<file path="config.mk">
export PLATFORM = sky130hd
export DESIGN_NAME = vec_pack_wb
export DESIGN_NICKNAME = d
export VERILOG_FILES = /design/src/rtl/vec_pack_wb.sv
export SDC_FILE = /design/constraint.sdc
export NUM_CORES = 1
export LEC_CHECK = 0
export CORE_ASPECT_RATIO = 1.2
export CORE_UTILIZATION = 40
export CTS_CLUSTER_SIZE = 24
export DETAILED_ROUTE_END_ITERATION = 6
export PLACE_DENSITY = 0.66
export SYNTH_ARGS = -nofsm -noshare
export SYNTH_HDL_FRONTEND = slang
export SYNTH_SLANG_ARGS = --single-unit
</file>
<file path="constraint.sdc">
create_clock -name clk -period 1.7 [get_ports clk]
set_input_delay 0.17 -clock clk [delete_from_list [all_inputs] [get_ports clk]]
set_output_delay 0.17 -clock clk [all_outputs]
set_load 0.05 [all_outputs]
</file>
<file path="src/rtl/vec_pack_wb.sv">
// Writeback packer: gathers TPW consecutive Q8.8 tiles into one output word and
// writes it to the vector buffer at a generated, wrapping address.
module vec_pack_wb #(
   parameter int unsigned TILE_SIZE  = 4,
   parameter int unsigned DATA_WIDTH = 16,
   parameter int unsigned D          = 256,
   parameter int unsigned DATA_W     = 256,
   parameter int unsigned N_VEC      = 64,
   parameter int unsigned OUT_ADDR_W = 10,
   localparam int unsigned TileW     = TILE_SIZE * DATA_WIDTH,
   localparam int unsigned Tpw       = DATA_W / TileW,
   localparam int unsigned Wpv       = D * DATA_WIDTH / DATA_W,
   localparam int unsigned SlotW     = (Tpw > 1) ? $clog2(Tpw) : 1,
   localparam int unsigned WordW     = (Wpv > 1) ? $clog2(Wpv) : 1,
   localparam int unsigned VecW      = (N_VEC > 1) ? $clog2(N_VEC) : 1
) (
   input  logic                                       clk,
   input  logic                                       rst_n,
   input  logic                                       clr,
   input  logic                                       in_valid,
   output logic                                       in_ready,
   input  logic signed [TILE_SIZE-1:0][DATA_WIDTH-1:0] in_vec,
   output logic                                       wr_valid,
   input  logic                                       wr_ready,
   output logic [OUT_ADDR_W-1:0]                      wr_addr,
   output logic [DATA_W-1:0]                          wr_data,
   output logic                                       vec_done,
   output logic [VecW-1:0]                            vec_idx,
   output logic                                       busy
);

   logic [SlotW-1:0]            tile_slot_q, tile_slot_d;
   logic [WordW-1:0]            word_cnt_q, word_cnt_d;
   logic [VecW-1:0]             vec_cnt_q, vec_cnt_d;
   logic [Tpw-2:0][TileW-1:0]   stage_q, stage_d;
   logic                        wr_valid_q, wr_valid_d;
   logic [OUT_ADDR_W-1:0]       wr_addr_q, wr_addr_d;
   logic [DATA_W-1:0]           wr_data_q, wr_data_d;
   logic                        wr_last_q, wr_last_d;
   logic [VecW-1:0]             wr_vec_q, wr_vec_d;
   logic                        vec_done_q, vec_done_d;
   logic [VecW-1:0]             vec_idx_q, vec_idx_d;

   logic accept, commit, drain, last_slot, last_word, last_vec;

   assign last_slot = (tile_slot_q == SlotW'(Tpw - 1));
   assign last_word = (word_cnt_q == WordW'(Wpv - 1));
   assign last_vec  = (vec_cnt_q == VecW'(N_VEC - 1));

   // The final tile bypasses staging, so it may only enter if the output register frees up.
   assign in_ready = !last_slot || !wr_valid_q || wr_ready;
   assign accept   = in_valid && in_ready;
   assign commit   = accept && last_slot;
   assign drain    = wr_valid_q && wr_ready;

   always_comb begin
      tile_slot_d = tile_slot_q;
      word_cnt_d  = word_cnt_q;
      vec_cnt_d   = vec_cnt_q;
      stage_d     = stage_q;
      if (accept) begin
         if (last_slot) begin
            tile_slot_d = '0;
            word_cnt_d  = last_word ? '0 : word_cnt_q + WordW'(1);
            if (last_word) begin
               vec_cnt_d = last_vec ? '0 : vec_cnt_q + VecW'(1);
            end
         end else begin
            stage_d[tile_slot_q] = in_vec;
            tile_slot_d          = tile_slot_q + SlotW'(1);
         end
      end
   end

   // A commit in the same cycle as a drain simply reloads, keeping wr_valid high.
   always_comb begin
      wr_valid_d = wr_valid_q;
      wr_addr_d  = wr_addr_q;
      wr_data_d  = wr_data_q;
      wr_last_d  = wr_last_q;
      wr_vec_d   = wr_vec_q;
      if (commit) begin
         wr_valid_d = 1'b1;
         wr_data_d  = {in_vec, stage_q};
         wr_addr_d  = OUT_ADDR_W'(32'(vec_cnt_q) * Wpv + 32'(word_cnt_q));
         wr_last_d  = last_word;
         wr_vec_d   = vec_cnt_q;
      end else if (drain) begin
         wr_valid_d = 1'b0;
      end
   end

   always_comb begin
      vec_done_d = drain && wr_last_q;
      vec_idx_d  = vec_idx_q;
      if (vec_done_d) begin
         vec_idx_d = wr_vec_q;
      end
   end

   always_ff @(posedge clk or negedge rst_n) begin
      if (!rst_n) begin
         tile_slot_q <= '0;
         word_cnt_q  <= '0;
         vec_cnt_q   <= '0;
         stage_q     <= '0;
         wr_valid_q  <= 1'b0;
         wr_addr_q   <= '0;
         wr_data_q   <= '0;
         wr_last_q   <= 1'b0;
         wr_vec_q    <= '0;
         vec_done_q  <= 1'b0;
         vec_idx_q   <= '0;
      end else if (clr) begin
         tile_slot_q <= '0;
         word_cnt_q  <= '0;
         vec_cnt_q   <= '0;
         stage_q     <= '0;
         wr_valid_q  <= 1'b0;
         wr_addr_q   <= '0;
         wr_data_q   <= '0;
         wr_last_q   <= 1'b0;
         wr_vec_q    <= '0;
         vec_done_q  <= 1'b0;
         vec_idx_q   <= '0;
      end else begin
         tile_slot_q <= tile_slot_d;
         word_cnt_q  <= word_cnt_d;
         vec_cnt_q   <= vec_cnt_d;
         stage_q     <= stage_d;
         wr_valid_q  <= wr_valid_d;
         wr_addr_q   <= wr_addr_d;
         wr_data_q   <= wr_data_d;
         wr_last_q   <= wr_last_d;
         wr_vec_q    <= wr_vec_d;
         vec_done_q  <= vec_done_d;
         vec_idx_q   <= vec_idx_d;
      end
   end

   assign wr_valid = wr_valid_q;
   assign wr_addr  = wr_addr_q;
   assign wr_data  = wr_data_q;
   assign vec_done = vec_done_q;
   assign vec_idx  = vec_idx_q;
   assign busy     = (tile_slot_q != '0) || (word_cnt_q != '0) || wr_valid_q;

endmodule

</file>
==> results of run 1 <==
## worst max-delay path by stage
| stage | start | to | cells after the start | slack, ns |
|---|---|---|---|---|
| 2_1_floorplan | tile_slot_q[0]$_DFFE_PN0P_ | wr_addr[0]$_DFFE_PN0P_ | 8 | 0.12 |
| 3_3_place_gp | in_valid | stage_q[97]$_DFFE_PN0P_ | 7 | -0.04 |
| 3_5_place_dp | in_valid | stage_q[5]$_DFFE_PN0P_ | 7 | -0.12 |
| 4_1_cts | tile_slot_q[0]$_DFFE_PN0P_ | busy | 6 | -0.26 |
| 5_1_grt | tile_slot_q[0]$_DFFE_PN0P_ | busy | 6 | -0.34 |
| 6_report | tile_slot_q[0]$_DFFE_PN0P_ | busy | 6 | -0.29 |
## logic make-up after synthesis
group,Yosys count,synth area share
AO/OA/AOI/OAI,473,0.1245
adder cells (fa/ha/maj),7,0.004579
XOR/XNOR,3,0.001374
multiplexers,6,0.003140
buffers and inverters,156,0.04344
flip-flops,479,0.6267
AND/OR/NAND/NOR,975,0.1963
## power by group
| part | switching [mW] | internal, mW |
|---|---|---|
| Clock | 4.48 | 6.28 |
| Combinational | 1.33 | 0.750 |
| Sequential | 0.124 | 11.6 |
## cell usage in the layout, fill, tap and decap left out, drive strengths merged, types with 3 or more instances in the layout
cell type | synthesis | layout
a21oi | 468 | 468
and2 | 5 | 5
buf | 95 | 268
bufinv | 0 | 4
clkbuf | 57 | 104
clkdlybuf4s15 | 0 | 11
clkdlybuf4s50 | 0 | 66
clkinv | 0 | 5
dfrtp | 479 | 479
dlygate4sd2 | 0 | 145
ha | 7 | 7
inv | 4 | 5
mux2i | 6 | 6
nand2 | 934 | 937
nand3 | 9 | 9
nand4 | 3 | 3
nor2 | 13 | 13
## metrics by stage
stage | setup TNS, ns | cell area, µm²
floorplan | 0 | 19130
global placement | -3.056 | 23400
detailed placement | -17.15 | 23400
CTS | -4.365 | 25880
global route | -95.43 | 27970
finish | -73.97 | 27970
## area by class of cell
type	instances	area, µm²	share of cell area
timing repair buffer	527	6215	0.2222
multi-input combinational	1467	7415	0.2651
sequential	479	11990	0.4286
clock buffer	69	1401	0.05010
inverter	4	20.02	0.0007157
clock inverter	10	153.9	0.005502
tap	623	779.5	0.02787
## state kept, by name, summed over array words and instances (netlist names)
signal,flops
stage_q,192
tile_slot_q,2
vec_cnt_q,6
vec_done,1
vec_idx,6
word_cnt_q,4
wr_addr,10
wr_data,256
wr_last_q,1
wr_valid,1
## per-layer routing
metal / share of wire / global-route usage / up-vias
li1: - / - / 7647
met3: 0.061 / 0.03383 / 147
met2: 0.50 / 0.3946 / 677
met5: 0 / 0 / -
met1: 0.40 / 0.3140 / 8642
met4: 0.035 / 0.07955 / 0
## critical path, stage by stage (launching register included)
cell     delay [ns]
dfrtp_1        0.41
buf_6          0.14
inv_4          0.06
ha_4           0.13
nor4b_4        0.19
nand2_1        0.12
buf_6          0.17
## what timing repair did
item,in CTS,in global routing
setup endpoints to repair,371,473
gates cloned,21,44
pin swaps,97,91
gates resized for setup,241,308
setup buffers,25,22
hold buffers,2,0
hold endpoints to repair,415,0
==> flow_summary.json, run 1 <==
{
  "outcome": "finished, violations left",
  "violations": "setup timing",
  "power_per_cell_area_nw_per_um2": 878.2,
  "min_period_ns": 1.986,
  "globalRouteTotalUtil": 0.2358,
  "htreeDepth": 2,
  "r2r_start": "tile_slot_q[0]$_DFFE_PN0P_",
  "vias_per_cell": 5.383,
  "ys_async_sr_fraction": 1.000,
  "cts_buffer_depth": 3,
  "drt-initial-drc-count": 1416,
  "die_h_um": 241.5,
  "p_leak_nw": 12.74,
  "grt_max_degree": 74,
  "syn_to_final_growth_pct": 46.24,
  "setup_viol": 469,
  "synth_most_common_cell": "nand2_1",
  "fin_util": 0.5935,
  "cts_inserted_buffers": 47,
  "ys_seq_elements": 479,
  "crit_type": "register to output port",
  "synth_fp_nets": 2175,
  "worst_pin_slew_ns": 0.5568,
  "yosys_warnings": 0,
  "fin_ws_ns": -0.2857,
  "drv_slew": 0,
  "peakVddDrop_mv": 0.6702,
  "io_buffers": 344,
  "drive_above_1_share": 0.2531,
  "required_ns": 1.53,
  "detail-route-antenna-nets": 0,
  "die_x_um": 201.6,
  "grt_overflow": 0,
  "regToRegEndpoint": "wr_data[164]$_DFFE_PN0P_",
  "routedWlPerCell_um": 21.13,
  "synth-edff-count": 0,
  "dieArea_um2": 48700,
  "drc": 0,
  "avgSynthCellArea_um2": 9.112,
  "ys_types": 35,
  "dp_slack_ns": -0.1171,
  "finalHoldViolCount": 0,
  "worstPathArrival_ns": 1.82,
  "end_kind": "output port",
  "path_clk_slew_ns": 0.06,
  "worst_clock_skew_ns": 0.01694,
  "cp-start-kind": "register",
  "grt_pass1_wl_um": 91150,
  "antenna_found_initial": 0,
  "diodes": 0,
  "instances_no_fill": 3179,
  "clockRootBuffer": "clkbuf_16",
  "worst_skew_pair.late_latency_ns": 0.59,
  "synthFlopType": "dfrtp_1",
  "start_util": 0.4058,
  "io_pins": 345,
  "clock_sinks": 479,
  "post-dp-hpwl_um": 34860,
  "rsz0062_at_grt": "true",
  "fin_nets": 2602,
  "seq_area_frac_synth": 0.6267,
  "hold_class": "input pin to asynchronous set/reset pin",
  "core-area_um2": 47130,
  "vias": 17110,
  "r2r_setup_slack_ns": -0.29,
  "max_freq_mhz": 503.6,
  "yosysTopAreaCellShare": 0.6267,
  "fin_crit_sh": 1.168,
  "maxCapViolations": 0,
  "synth_area_leaders": "dfrtp_1, nand2_1, a21oi_1",
  "synth_common_cells": "nand2_1, dfrtp_1, a21oi_1, clkbuf_1, buf_2",
  "netlist_area_um2": 19130,
  "slew_headroom": 0.6303,
  "rows": 87,
  "p_total_mw": 24.56,
  "cp_max_fo": 3,
  "synth.largest_area_cell": "dfrtp_1",
  "dr.pass1.iters": 5,
  "nFillCells": 3955,
  "reg2reg_depth": 12,
  "worst_hold_slack_ns": 0.1123,
  "gp_congestion": 0.8166,
  "grt_pass1_vias": 16140,
  "synthCells": 2099,
  "cts_tree": "done",
  "dp.cells": 2998,
  "wirelength_um": 67160
}
(Power assumes the default switching activity.)
==> run 2: changes to the inputs <==
Settings changed: CTS_BUF_LIST set to sky130_fd_sc_hd__clkbuf_8, PLACE_DENSITY 0.66 to unset.
Clock period 1.7 ns to 1.9 ns, I/O delays scaled along.
==> flow_summary.json, run 2 (synthesis results as in run 1) <==
{
  "outcome": "finished, violations left",
  "violations": "setup timing",
  "grt_overflow": 0,
  "htreeDepth": 3,
  "cp-start-kind": "register",
  "rows": 87,
  "power_per_cell_area_nw_per_um2": 820.2,
  "wirelength_um": 56860,
  "crit_type": "register to output port",
  "r2r_setup_slack_ns": 0.03,
  "drt-initial-drc-count": 974,
  "vias_per_cell": 5.092,
  "clock_sinks": 479,
  "die_x_um": 201.6,
  "grt_pass1_vias": 15760,
  "cp_max_fo": 3,
  "dr.pass1.iters": 6,
  "grt_max_degree": 73,
  "fin_nets": 2545,
  "syn_to_final_growth_pct": 31.94,
  "globalRouteTotalUtil": 0.2284,
  "min_period_ns": 2.007,
  "die_h_um": 241.5,
  "clockRootBuffer": "clkbuf_8",
  "regToRegEndpoint": "wr_data[43]$_DFFE_PN0P_",
  "cts_inserted_buffers": 76,
  "path_clk_slew_ns": 0.06,
  "post-dp-hpwl_um": 35980,
  "required_ns": 1.71,
  "reg2reg_depth": 9,
  "hold_depth": 3,
  "cts_buffer_depth": 3,
  "drv_slew": 0,
  "dp_slack_ns": -0.01467,
  "antenna_found_initial": 2,
  "io_pins": 345,
  "instances_no_fill": 3149,
  "finalHoldViolCount": 0,
  "peakVddDrop_mv": 0.4167,
  "end_kind": "output port",
  "r2r_start": "tile_slot_q[0]$_DFFE_PN0P_",
  "worstPathArrival_ns": 1.82,
  "rsz0062_at_grt": "true",
  "min_to": "stage_q[66]$_DFFE_PN0P_",
  "slew_headroom": 0.6262,
  "routedWlPerCell_um": 18.06,
  "largest_reg_flops": 256,
  "fin_util": 0.5354,
  "io_buffers": 344,
  "worst_clock_skew_ns": 0.02002,
  "core-area_um2": 47130,
  "cts_tree": "done",
  "p_leak_nw": 12.05,
  "maxCapViolations": 0,
  "final_cell_mix": "nand2_1, dfrtp_1, a21oi_1",
  "start_util": 0.4058,
  "nFillCells": 4414,
  "hold_start": "in_vec[2]",
  "worst_skew_pair.late_latency_ns": 0.65,
  "drc": 0,
  "worst_hold_slack_ns": 0.1854,
  "gp_congestion": 0.8019,
  "fin_ws_ns": -0.1071,
  "worst_pin_slew_ns": 0.5629,
  "dieArea_um2": 48700,
  "grt_pass1_wl_um": 88690,
  "detail-route-antenna-nets": 0,
  "drive_above_1_share": 0.1010,
  "setup_viol": 2,
  "dp.cells": 2990,
  "vias": 16040,
  "max_freq_mhz": 498.2,
  "fin_crit_sh": 1.056,
  "hold_class": "input pin to register",
  "layout_commonest_cell": "nand2_1"
}
-- run 2: cell types whose count changed in the layout (fill, tap and decap cells not counted), moves of 19 or more --
cell and delta:
a21oi_1 +159, a21oi_2 -159, buf_16 -20, buf_4 -95, buf_6 -21, clkbuf_16 -80
clkbuf_8 +83, dlygate4sd2_1 +109, inv_1 +26, nand2_1 +79, nand2_2 -58, nand2_4 -19
-- run 2: through the flow --
step / power (mW) / setup TNS [ns] / cell area, µm²
after floorplan: 11.30 / 0 / 19130
after global placement: 12.10 / 0 / 23600
after detailed placement: 12.13 / -0.03889 / 23600
after CTS: 20.92 / -0.1950 / 24890
after global routing: 21.55 / -1.105 / 25240
final: 20.70 / -0.1718 / 25240
-- run 2: how the worst max path moves through the flow --
stage          slack, ns                         end                       start  cells past startpoint
2_1_floorplan       0.16  tile_slot_q[1]$_DFFE_PN0P_        wr_valid$_DFFE_PN0P_                      4
3_3_place_gp        0.02    stage_q[105]$_DFFE_PN0P_                    in_valid                      8
3_5_place_dp       -0.01    stage_q[100]$_DFFE_PN0P_                    in_valid                      8
4_1_cts            -0.19                        busy  tile_slot_q[1]$_DFFE_PN0P_                      6
5_1_grt            -0.21                        busy  tile_slot_q[1]$_DFFE_PN0P_                      6
6_report           -0.11                        busy  tile_slot_q[0]$_DFFE_PN0P_                      6
-- run 2: where the power goes --
part / switching, mW / internal [mW]
Combinational: 0.991 / 0.497
Clock: 4.03 / 4.69
Sequential: 0.104 / 10.4
Total: 5.13 / 15.6
-- run 2: layout make-up --
| type | count | area [µm²] | area share |
|---|---|---|---|
| flip-flops and latches | 479 | 11990 | 0.4750 |
| clock buffers | 93 | 1280 | 0.05072 |
| multi-input cells | 1465 | 6420 | 0.2544 |
| well taps | 623 | 779.5 | 0.03089 |
| inverters | 4 | 20.02 | 0.0007933 |
| repair buffers | 443 | 4513 | 0.1788 |
| clock inverters | 40 | 231.5 | 0.009172 |
| diodes | 2 | 5.005 | 0.0001983 |
-- run 2: routing by layer --
layer  wire length, µm  GRT usage  vias up
met4              1374    0.07754        0
met1             24240     0.3068     7922
li1                  -          -     7522
met5                 0          0        -
met2             27940     0.3702      519
met3              3293    0.04420       72
-- run 2: timing repair --
action | in CTS | in global routing
hold endpoints to repair | 498 | 0
hold buffers | 4 | 0
buffers inserted | 1 | 12
setup endpoints to repair | 257 | 59
resized for setup | 268 | 21
pin swaps | 2 | 3
cloned | 0 | 7
-- run 2: worst max-delay path, cell delays in order, from the launching register on --
cell and delay (ns):
dfrtp_1 0.39, buf_6 0.13, inv_4 0.06, ha_4 0.14, nor4b_4 0.18, nand2_1 0.12
buf_6 0.17
==> run 3: changes to the inputs <==
Settings changed: CAP_MARGIN set to 5, MAX_ROUTING_LAYER set to met4.
==> flow_summary.json, run 3 (synthesis results as in run 1) <==
{
  "worstPathArrival_ns": 1.81,
  "setup_viol": 2,
  "power_per_cell_area_nw_per_um2": 819.2,
  "core-area_um2": 47130,
  "clockRootBuffer": "clkbuf_8",
  "dieArea_um2": 48700,
  "drt-initial-drc-count": 1004,
  "maxCapViolations": 0,
  "die_h_um": 241.5,
  "crit_type": "register to output port",
  "min_period_ns": 1.996,
  "fin_crit_sh": 1.051,
  "end_kind": "output port",
  "required_ns": 1.71,
  "worst_skew_pair.late_latency_ns": 0.65,
  "slew_headroom": 0.6231,
  "rows": 87,
  "drc": 0,
  "drv_slew": 0,
  "place_area_um2": 23600,
  "path_clk_slew_ns": 0.06,
  "cts_buffer_depth": 3,
  "finalSetupTns_ns": -0.1550,
  "grt_pass1_vias": 15770,
  "fin_util": 0.5361,
  "peakVddDrop_mv": 0.4155,
  "finalInstanceArea_um2": 25270,
  "p_total_mw": 20.70,
  "io_buffers": 344,
  "clock_sinks": 479,
  "antenna_found_initial": 2,
  "gp_congestion": 0.8134,
  "worst_clock_skew_ns": 0.02351,
  "io_pins": 345,
  "fin_ws_ns": -0.09636,
  "htreeDepth": 3,
  "final_cell_mix": "nand2_1, dfrtp_1, a21oi_1",
  "vias": 16010,
  "dr.pass1.iters": 5,
  "drive_above_1_share": 0.1038,
  "grt_max_degree": 73,
  "globalRouteTotalUtil": 0.2355,
  "fin_nets": 2545,
  "layout_commonest_cell": "nand2_1",
  "p_leak_nw": 12.06,
  "syn_to_final_growth_pct": 32.11,
  "hold_class": "input pin to register",
  "cp-start-kind": "register",
  "post-dp-hpwl_um": 35980,
  "wirelength_um": 56870,
  "vias_per_cell": 5.084,
  "max_freq_mhz": 500.9,
  "grt_overflow": 0,
  "largest_reg_flops": 256,
  "detail-route-antenna-nets": 0,
  "outcome": "finished, violations left",
  "start_util": 0.4058,
  "cts_tree": "done",
  "die_x_um": 201.6,
  "routedWlPerCell_um": 18.06,
  "violations": "setup timing",
  "grt_pass1_wl_um": 88700,
  "cts_inserted_buffers": 76,
  "rsz0062_at_grt": "true",
  "cp_max_fo": 3,
  "worst_pin_slew_ns": 0.5677,
  "finalHoldViolCount": 0
}
-- run 3: path summary, 6_finish.rpt --
| kind | startpoint | to | slack (ns) | cells past startpoint |
|---|---|---|---|---|
| setup / recovery | tile_slot_q[0]$_DFFE_PN0P_ | busy | -0.1 | 6 |
| hold / removal | in_vec[2] | stage_q[2]$_DFFE_PN0P_ | 0.20 | 3 |
| setup reg to reg | tile_slot_q[0]$_DFFE_PN0P_ | wr_data[159]$_DFFE_PN0P_ | 0.03 | 9 |
| hold reg to reg | stage_q[118]$_DFFE_PN0P_ | wr_data[118]$_DFFE_PN0P_ | 0.50 | 2 |
| max in group asynchronous | rst_n | wr_data[200]$_DFFE_PN0P_ | 0.59 | 5 |
| min in group asynchronous | rst_n | stage_q[185]$_DFFE_PN0P_ | 0.57 | 3 |
-- run 3: metal layers --
| layer | global-route usage | routed length [µm] |
|---|---|---|
| met4 | 0.07754 | 1391 |
| met2 | 0.3699 | 27820 |
| met1 | 0.3087 | 24740 |
| met5 | - | 0 |
| met3 | 0.04232 | 2918 |
-- run 3: worst max-delay path, cell delays in order, from the launching register on --
cell and delay [ns]:
dfrtp_1 0.39, buf_6 0.13, inv_4 0.06, ha_4 0.14, nor4b_4 0.18, nand2_1 0.12
buf_6 0.17
-- run 3: power breakdown --
part | internal [mW] | switching, mW
clock | 4.69 | 4.03
combinational | 0.498 | 0.992
sequential | 10.4 | 0.104
-- run 3: through the flow --
step	setup slack, ns	std cells	hold slack [ns]
6_report	-0.09636	3149	0.1964
3_5_place_dp	-0.01467	2990	0.09688
3_3_place_gp	0.02426	2990	0.09860
4_1_cts	-0.1889	3128	0.1312
5_1_grt	-0.2101	3149	0.1824
2_1_floorplan	0.1604	2099	-0.1056
-- run 3: area by class of cell --
class / count / area [µm²]
clock inverters: 40 / 231.5
inverters: 4 / 20.02
well taps: 623 / 779.5
flip-flops and latches: 479 / 11990
diodes: 2 / 5.005
multi-input cells: 1465 / 6446
repair buffers: 443 / 4521
fillers: 4411 / 21860
clock buffers: 93 / 1280
-- run 3: repair_timing --
action / CTS / global route
buffers inserted: 1 / 12
gates cloned: 0 / 7
hold buffers: 4 / 0
setup endpoints to repair: 257 / 58
pin swaps: 2 / 3
hold endpoints to repair: 498 / 0
resized for setup: 268 / 29
